File: src/rtl/dice_pkg.sv
// -----------------------------------------------------------------------------
// dice_pkg
// Shared definitions for the dice roll sequencer: die index constants, the
// roll FSM state encoding and a helper that picks the lowest pressed button.
// -----------------------------------------------------------------------------
package dice_pkg;

  localparam int NUM_DICE = 7;

  localparam logic [2:0] DIE_D4   = 3'd0;
  localparam logic [2:0] DIE_D6   = 3'd1;
  localparam logic [2:0] DIE_D8   = 3'd2;
  localparam logic [2:0] DIE_D10  = 3'd3;
  localparam logic [2:0] DIE_D12  = 3'd4;
  localparam logic [2:0] DIE_D20  = 3'd5;
  localparam logic [2:0] DIE_D100 = 3'd6;

  typedef enum logic [2:0] {
    IDLE  = 3'd0,
    LOAD  = 3'd1,
    SPIN  = 3'd2,
    COAST = 3'd3,
    SHOW  = 3'd4
  } state_e;

  // Simultaneous presses resolve to the smallest die index.
  function automatic logic [2:0] lowest_set(input logic [NUM_DICE-1:0] b);
    logic [2:0] idx;
    idx = '0;
    for (int i = NUM_DICE - 1; i >= 0; i--) begin
      if (b[i]) idx = 3'(i);
    end
    return idx;
  endfunction

endpackage

File: src/rtl/btn_debounce.sv
// -----------------------------------------------------------------------------
// btn_debounce
// Single-bit debounce filter. The output follows the input only after the
// input has differed from the output for DB_CYCLES consecutive cycles; any
// shorter excursion is discarded.
// Ports:
//   clk   in  system clock
//   rst_n in  asynchronous active-low reset
//   d     in  synchronized raw button level
//   q     out debounced level
// -----------------------------------------------------------------------------
module btn_debounce #(
  parameter int DB_CYCLES = 328
) (
  input  logic clk,
  input  logic rst_n,
  input  logic d,
  output logic q
);

  localparam int CW = $clog2(DB_CYCLES + 1);

  logic [CW-1:0] cnt_q, cnt_d;
  logic          q_q, q_d;

  always_comb begin
    cnt_d = '0;
    q_d   = q_q;
    if (d != q_q) begin
      // The count restarts whenever the input agrees with the output again.
      if (cnt_q == CW'(DB_CYCLES - 1)) q_d = d;
      else                             cnt_d = cnt_q + CW'(1);
    end
  end

  always_ff @(posedge clk or negedge rst_n) begin
    if (!rst_n) begin
      cnt_q <= '0;
      q_q   <= 1'b0;
    end else begin
      cnt_q <= cnt_d;
      q_q   <= q_d;
    end
  end

  assign q = q_q;

endmodule

File: src/rtl/dice_roll_ctrl.sv
// -----------------------------------------------------------------------------
// dice_roll_ctrl
// Roll sequencer in front of the dice BCD down-counter. Synchronizes (and
// optionally debounces) the seven die buttons, arbitrates one die, issues a
// load strobe, step strobes while the button is held, then a decelerating
// coast run with doubling intervals, and finally flags the result.
//
// Build option: define DICE_CTRL_DEBOUNCE_EN to insert a btn_debounce filter
// on every synchronized button; otherwise the synchronizer drives the FSM.
//
// Ports:
//   clk          in   system clock (32768 Hz)
//   rst_n        in   asynchronous active-low reset
//   ena          in   enable; low freezes FSM/timers and blanks load/step
//   btn_in[6:0]  in   raw buttons d4,d6,d8,d10,d12,d20,d100 (bit 0..6)
//   die_sel[2:0] out  selected die index, updated at load
//   load         out  one-cycle preset strobe
//   step         out  one-cycle decrement strobe
//   rolling      out  high in LOAD, SPIN and COAST
//   result_valid out  high from end of coast until the next load
// -----------------------------------------------------------------------------
module dice_roll_ctrl
  import dice_pkg::*;
#(
  parameter int DB_CYCLES   = 328,
  parameter int COAST_STEPS = 6,
  parameter int COAST_BASE  = 64
) (
  input  logic       clk,
  input  logic       rst_n,
  input  logic       ena,
  input  logic [6:0] btn_in,
  output logic [2:0] die_sel,
  output logic       load,
  output logic       step,
  output logic       rolling,
  output logic       result_valid
);

  // Largest interval ever loaded is COAST_BASE << (COAST_STEPS-1).
  localparam int TW = $clog2(COAST_BASE << COAST_STEPS);
  localparam int RW = $clog2(COAST_STEPS + 1);

  if (COAST_STEPS < 1 || DB_CYCLES < 1 ||
      (COAST_BASE & (COAST_BASE - 1)) != 0) begin : g_param_err
    $error("dice_roll_ctrl: illegal parameter combination");
  end

  logic [NUM_DICE-1:0] sync1_q, sync2_q, btn_q;

  always_ff @(posedge clk or negedge rst_n) begin
    if (!rst_n) begin
      sync1_q <= '0;
      sync2_q <= '0;
    end else begin
      sync1_q <= btn_in;
      sync2_q <= sync1_q;
    end
  end

`ifdef DICE_CTRL_DEBOUNCE_EN
  for (genvar i = 0; i < NUM_DICE; i++) begin : g_db
    btn_debounce #(.DB_CYCLES(DB_CYCLES)) u_db (
      .clk   (clk),
      .rst_n (rst_n),
      .d     (sync2_q[i]),
      .q     (btn_q[i])
    );
  end
`else
  assign btn_q = sync2_q;
`endif

  state_e        state_q, state_d;
  logic [2:0]    sel_q, sel_d;
  logic [TW-1:0] timer_q, timer_d;
  logic [TW-1:0] interval_q, interval_d;
  logic [RW-1:0] remaining_q, remaining_d;
  logic          rolling_q, rolling_d;
  logic          rv_q, rv_d;

  always_comb begin
    state_d     = state_q;
    sel_d       = sel_q;
    timer_d     = timer_q;
    interval_d  = interval_q;
    remaining_d = remaining_q;
    if (ena) begin
      unique case (state_q)
        IDLE: begin
          if (|btn_q) begin
            sel_d   = lowest_set(btn_q);
            state_d = LOAD;
          end
        end
        LOAD: state_d = SPIN;
        SPIN: begin
          if (!btn_q[sel_q]) begin
            state_d     = COAST;
            interval_d  = TW'(COAST_BASE);
            timer_d     = TW'(COAST_BASE);
            remaining_d = RW'(COAST_STEPS);
          end
        end
        COAST: begin
          if (timer_q == TW'(1)) begin
            remaining_d = remaining_q - RW'(1);
            if (remaining_q == RW'(1)) begin
              state_d = SHOW;
            end else begin
              // Interval is only doubled when another step follows, so it
              // stays inside TW bits.
              interval_d = interval_q << 1;
              timer_d    = interval_q << 1;
            end
          end else begin
            timer_d = timer_q - TW'(1);
          end
        end
        SHOW: begin
          if (btn_q == '0) state_d = IDLE;
        end
        default: state_d = IDLE;
      endcase
    end
    rolling_d = (state_d == LOAD) || (state_d == SPIN) || (state_d == COAST);
    if (state_d == SHOW)      rv_d = 1'b1;
    else if (state_d == LOAD) rv_d = 1'b0;
    else                      rv_d = rv_q;
  end

  always_ff @(posedge clk or negedge rst_n) begin
    if (!rst_n) begin
      state_q     <= IDLE;
      sel_q       <= '0;
      timer_q     <= '0;
      interval_q  <= '0;
      remaining_q <= '0;
      rolling_q   <= 1'b0;
      rv_q        <= 1'b0;
    end else begin
      state_q     <= state_d;
      sel_q       <= sel_d;
      timer_q     <= timer_d;
      interval_q  <= interval_d;
      remaining_q <= remaining_d;
      rolling_q   <= rolling_d;
      rv_q        <= rv_d;
    end
  end

  // Strobes are decoded purely from flops (state, timer, conditioned
  // buttons) so the release cycle itself carries no step; ena blanks them.
  assign load         = ena && (state_q == LOAD);
  assign step         = ena && (((state_q == SPIN) && btn_q[sel_q]) ||
                                ((state_q == COAST) && (timer_q == TW'(1))));
  assign die_sel      = sel_q;
  assign rolling      = rolling_q;
  assign result_valid = rv_q;

endmodule

File: config.mk
export PLATFORM = sky130hd
export DESIGN_NAME = dice_roll_ctrl
export DESIGN_NICKNAME = d
export VERILOG_FILES = /design/src/rtl/dice_pkg.sv /design/src/rtl/btn_debounce.sv /design/src/rtl/dice_roll_ctrl.sv
export SDC_FILE = /design/constraint.sdc
export NUM_CORES = 1
export LEC_CHECK = 0
export BUFFER_PORTS_ARGS = -buffer_cell sky130_fd_sc_hd__buf_2
export CAP_MARGIN = 40
export CORE_MARGIN = 5
export CORE_UTILIZATION = 30
export CTS_CLUSTER_DIAMETER = 200
export DETAILED_ROUTE_END_ITERATION = 6
export PLACE_DENSITY = 0.51
export SETUP_SLACK_MARGIN = 0.4
export SYNTH_ARGS = -nofsm -noshare
export SYNTH_HDL_FRONTEND = slang
export SYNTH_SLANG_ARGS = --single-unit
File: constraint.sdc
create_clock -name clk -period 1.8 [get_ports clk]
set_clock_uncertainty 0.05 [all_clocks]
set_input_delay 0.27 -clock clk [delete_from_list [all_inputs] [get_ports clk]]
set_output_delay 0.27 -clock clk [all_outputs]
set_load 0.1 [all_outputs]
==> results of run 1 <==
-- what timing repair did --
| action | CTS | global route |
|---|---|---|
| cloned | 0 | 1 |
| hold buffers | 1 | 6 |
| resized for setup | 32 | 26 |
| setup buffers | 10 | 4 |
| pin swaps | 8 | 10 |
| endpoints found under the hold margin | 28 | 6 |
| setup endpoints to repair | 34 | 32 |
-- layout make-up --
type	count	area (um^2)	share of cell area (%)
Inverter	18	67.56	2.104
Clock buffer	5	68.82	2.143
Sequential cell	42	1057	32.93
Tap cell	96	120.1	3.741
Timing Repair Buffer	72	664.4	20.69
Clock inverter	3	28.78	0.8963
Multi-Input combinational cell	138	1204	37.49
-- registers in the layout, summed over array words and instances, names as in the netlist --
name	count
btn_q	7
die_sel	3
interval_q	5
remaining_q	3
result_valid	1
rolling	1
state_q	3
sync1_q	7
timer_q	12
-- layout by cell type (no fill, tap or decap), types with 3 or more instances in the layout --
cell and instances:
inv_1 17, nor3_1 5, a21oi_2 6, nand3_1 6, o21a_1 3, buf_2 9, nand2_1 12, buf_6 11
buf_12 5, buf_4 37, nor3_4 3, nor2_1 10, o21ai_0 3, mux2i_1 9, ha_1 3, dlygate4sd3_1 7
dfrtp_1 39, clkbuf_8 5, nor2b_1 3, nand4_1 8, a21oi_1 8
-- worst max-delay path, cell delays in order, from the launching register on --
cell     delay [ps]
dfrtp_4         520
mux2i_1         130
a22oi_1         220
nand3_1         120
buf_6           150
a21oi_4         140
buf_12          190
-- metal layers --
layer	up-vias	global-route usage [%]	wire length, um
li1	899	-	-
met1	911	16.70	2481
met2	24	19.92	2525
met3	7	2.470	140
met4	0	4.207	75
met5	-	0	0
-- kinds of logic (layout without fill, tap and decap cells) --
logic type,after synthesis,count (layout),synth area share [%]
AND/OR/NAND/NOR,71,71,19.59
adder cells (fa/ha/maj),4,4,2.332
buffers and inverters,28,98,6.122
flip-flops,42,42,48.98
AO/OA/AOI/OAI,53,53,18.25
multiplexers,10,10,4.723
-- worst paths after layout --
path | depth (start not counted) | endpoint
setup / recovery | 6 | step
hold / removal | 1 | sync1_q[1]
setup reg to reg | 9 | interval_q[9]
hold reg to reg | 0 | btn_q[3]
max in group asynchronous | 3 | die_sel[1]
min in group asynchronous | 3 | state_q[1]
-- power breakdown --
group	switching [uW]	internal (uW)	total (uW)	leakage, uW
sequential	233	1170	1410	0.000508
clock	373	290	663	0.0000506
combinational	1450	1310	2760	0.000810
total	2050	2770	4830	0.00137
-- metrics by stage --
stage | setup slack [ps] | cell area [um^2] | hold slack [ps]
CTS | -327.2 | 2957 | 3.465
global route | -387.1 | 3211 | 1.068
floorplan | -608.2 | 2228 | -75.59
detailed placement | -45.11 | 2653 | 285.5
global placement | -10.42 | 2653 | 282.7
finish | -291.7 | 3211 | 21.71
==> flow_summary.yaml, run 1 <==
logic_synthesis:
  syn-num-nets: 222
  synth-edff-count: 0
  synth_commonest_cells: "dfrtp_1, inv_1, a21oi_1"
  synth_area_leaders: "dfrtp_1, mux2i_1, a21oi_1"
  synth_top_cell_by_area: "dfrtp_1"
  synth.avg_cell_area_um2: 10.32
  synth_cell_type_count: 52
  ys_async_sr_fraction_pct: 100.0
  ys_ff_latch: 42
  yosysWarningCount: 0
  synthFlopType: "dfrtp_1"
  seq_area_frac_synth_pct: 48.98
  syn_area_um2: 2146
  netlist_instances: 208
  yosysMostFrequentCell: "dfrtp_1"
  yosysTopAreaCellShare_pct: 48.98
clock_network:
  htree_num_levels: 2
  cts_sinks: 42
  clkLatencyLatePin_ps: 300
  cts_tree: "built"
  clkTransAtPathRegs_ps: 100
  root_buffer: "clkbuf_8"
  clk_path_buf_depth: 2
  numCtsBuffers: 5
drt:
  first_iter_violations: 57
  wire_per_inst_um: 13.97
  drtPass1Iterations: 4
  num_vias: 1841
  drc: 0
  routed_wl_mm: 5.223
  ant_nets: 0
  viasPerCell: 4.922
sta:
  slew_headroom_pct: 65.09
  tightest_slew_ps: 523.6
  fin_ws_ps: -291.7
  finalSetupTns_ps: -3420
  rsz0062_at_grt: "yes"
  period_needed_ps: 2092
  hold_viol: 0
  drv_slew: 0
  fin_crit_sh_pct: 116.2
  max_freq_mhz: 478.1
  setup_viol_count_final: 23
finish:
  syn2layout_area_growth_pct: 49.62
  finalNetCount: 291
  fill_cells: 656
  num_antenna_cells: 0
  final_core_util_pct: 46.74
  stdcell_count: 374
  drive_gt1_share_pct: 43.88
status:
  violations: "setup timing"
  status: "finished, violations left"
critical_path:
  critPathLaunch: "die_sel[1]"
  reg2reg_setup_slack_ps: -210
  regToRegStartpoint: "die_sel[1]"
  crit_path_start_kind: "flip-flop"
  critPathKind: "flip-flop to primary output"
  end_kind: "primary output"
  critPathMaxFanout: 5
  worstPathRequired_ps: 1480
  crit_arrival_ps: 1770
floorplanning:
  io_pins: 17
  num_rows: 30
  chipHeight_um: 94.58
  die_w_um: 94.58
  die_area_um2: 8944
  core-area_um2: 6869
  initial_core_util_pct: 31.24
power:
  p_per_area_nw_per_um2: 1504
  total_leakage_power_uw: 0.001368
  irDropWorstVdd_uv: 576.5
  p_total_uw: 4827
global_routing:
  grt-ovfl-total: 0
  grt_pass1_wl_mm: 8.687
  grt_max_degree: 43
  antenna_found_initial: 0
  grt_pass1_vias: 1814
  grtUsageTotal_pct: 12.41
worst_hold_path:
  hold_start: "btn_in[1]"
  hold_path_class: "input port to flip-flop"
place:
  port_buffers: 16
  place.gp.congestion: 0.8189
  dpl.cell_count: 344
  hpwl_mm: 3.528
flow_run:
  maxCapViolations: 0
(Power assumes the default switching activity.)
==> run 2, diff against run 1 <==
--- a/config.mk
+++ b/config.mk
@@ -5,13 +5,13 @@
 export SDC_FILE = /design/constraint.sdc
 export NUM_CORES = 1
 export LEC_CHECK = 0
-export BUFFER_PORTS_ARGS = -buffer_cell sky130_fd_sc_hd__buf_2
 export CAP_MARGIN = 40
 export CORE_MARGIN = 5
 export CORE_UTILIZATION = 30
 export CTS_CLUSTER_DIAMETER = 200
 export DETAILED_ROUTE_END_ITERATION = 6
-export PLACE_DENSITY = 0.51
+export DONT_BUFFER_PORTS = 1
+export PLACE_DENSITY = 0.49
 export SETUP_SLACK_MARGIN = 0.4
 export SYNTH_ARGS = -nofsm -noshare
 export SYNTH_HDL_FRONTEND = slang
==> run 2 against run 1 <==
Effect of this change:
- the flow still finishes with violations (setup timing)
- final cell count grew 3.2%
- die area unchanged
- global-route usage increased by 1.7 points
- wire length up 9.0%
- sequential share of layout area is 1.7 points lower
- clock power grew 3.9%
- first-iteration DRC count increased by 12%
- design area up 5.8%
- via count increased by 4.3%
- total power up 3.0%
- count of clock-buffer cells in the layout stayed put
==> flow_summary.yaml, run 2 (synthesis gave the netlist of run 1 again) <==
place:
  port_buffers: 0
  place.gp.congestion: 0.8056
  hpwl_mm: 3.590
drt:
  routed_wl_mm: 5.693
  first_iter_violations: 64
  viasPerCell: 4.977
  drtPass1Iterations: 4
  num_vias: 1921
  ant_nets: 0
  drc: 0
  wire_per_inst_um: 14.75
critical_path:
  end_kind: "primary output"
  reg2reg_setup_slack_ps: -290
  r2r-end: "timer_q[1]"
  rr_worst_depth: 10
  crit_path_start_kind: "flip-flop"
  worstPathRequired_ps: 1480
  crit_arrival_ps: 1780
  regToRegStartpoint: "timer_q[0]"
  critPathKind: "flip-flop to primary output"
  critPathMaxFanout: 6
floorplanning:
  initial_core_util_pct: 31.24
  num_rows: 30
  chipHeight_um: 94.58
  die_w_um: 94.58
  die_area_um2: 8944
  io_pins: 17
  core-area_um2: 6869
clock_network:
  cts_tree: "built"
  clk_path_buf_depth: 2
  cts_sinks: 42
  root_buffer: "clkbuf_8"
  clkTransAtPathRegs_ps: 100
  numCtsBuffers: 5
  htree_num_levels: 2
  clkLatencyLatePin_ps: 310
status:
  status: "finished, violations left"
  violations: "setup timing"
power:
  irDropWorstVdd_uv: 569.0
  p_per_area_nw_per_um2: 1464
  p_total_uw: 4974
  total_leakage_power_uw: 0.001450
finish:
  seqCellArea_um2: 1061
  final_cell_mix: "buf_4, dfrtp_1, buf_6"
  largest_register_ffs: 12
  final_core_util_pct: 49.47
  multi_input_area_um2: 1262
  num_antenna_cells: 0
  drive_gt1_share_pct: 48.62
  finalNetCount: 303
  fill_cells: 618
  largest_register: "timer_q"
  final_common_cell: "buf_4"
  syn2layout_area_growth_pct: 58.37
sta:
  fin_crit_sh_pct: 116.9
  hold_viol: 0
  rsz0062_at_grt: "yes"
  fin_hold_ws_ps: 231.7
  slew_headroom_pct: 74.34
  setup_viol_count_final: 24
  drv_slew: 0
  max_freq_mhz: 475.4
  period_needed_ps: 2103
  fin_ws_ps: -303.4
  tightest_slew_ps: 381.7
global_routing:
  antenna_found_initial: 0
  grt-ovfl-total: 0
  grt_pass1_vias: 2024
  grt_pass1_wl_mm: 9.956
  grt_max_degree: 43
  grtUsageTotal_pct: 14.09
worst_hold_path:
  hold_start: "ena"
  hold_end: "state_q[1]"
  hold_path_class: "input port to flip-flop"
  worst_hold_path.num_cells: 3
flow_run:
  maxCapViolations: 0
[run 2: cell types whose count changed in the layout (fill, tap and decap cells not counted), sizes merged]
cell	previous run	this run
dlygate4sd3	7	8
inv	20	21
clkinv	1	0
and3	3	4
clkbuf	7	5
buf	63	75
[run 2: how the worst max path moves through the flow]
stage | depth (start not counted) | startpoint | to
after detailed placement | 6 | die_sel[1] | interval_q[9]
after floorplan | 7 | die_sel[1] | step
after global placement | 6 | die_sel[1] | interval_q[8]
after CTS | 6 | die_sel[1] | step
final | 6 | die_sel[1] | step
after global routing | 6 | die_sel[1] | step
[run 2: power breakdown]
part           total, uW  internal [uW]  switching [uW]
Combinational       2870           1370            1490
Clock                689            289             400
Sequential          1420           1180             242
[run 2: worst max-delay path, cell delays in order (launching register included)]
cell and delay [ps]:
dfrtp_4 520, mux2i_1 130, o221ai_1 220, nand3_1 130, buf_6 140, a21oi_4 140, buf_12 190
[run 2: cell type report]
| cell class | instances | area share (%) |
|---|---|---|
| multi-input cells | 139 | 37.15 |
| flip-flops and latches | 42 | 31.22 |
| repair buffers | 83 | 23.31 |
| well taps | 96 | 3.535 |
| clock buffers | 5 | 2.025 |
| inverters | 18 | 1.988 |
| clock inverters | 3 | 0.7732 |
[run 2: routing by layer]
metal | track usage (%) | routed length (um)
met1 | 17.81 | 2575
met2 | 24.35 | 2886
met3 | 2.470 | 157
met4 | 4.567 | 74
met5 | 0 | 0
[run 2: stage by stage]
stage,setup TNS [ps],setup slack (ps),area (um^2),cells
finish,-4810,-303.4,3398,386
global route,-6466,-382.1,3398,386
CTS,-3180,-325.5,3252,377
detailed placement,-779.8,-129.5,2670,345
global placement,-345.9,-75.60,2670,345
floorplan,-1929,-608.2,2228,208
[run 2: repair_timing]
| action | in CTS | in global routing |
|---|---|---|
| setup buffers | 12 | 9 |
| endpoints found under the setup margin | 31 | 32 |
| pin swaps | 25 | 19 |
| hold endpoints to repair | 49 | 0 |
| gates resized for setup | 60 | 16 |
| cloned | 3 | 0 |
| hold buffers | 9 | 0 |
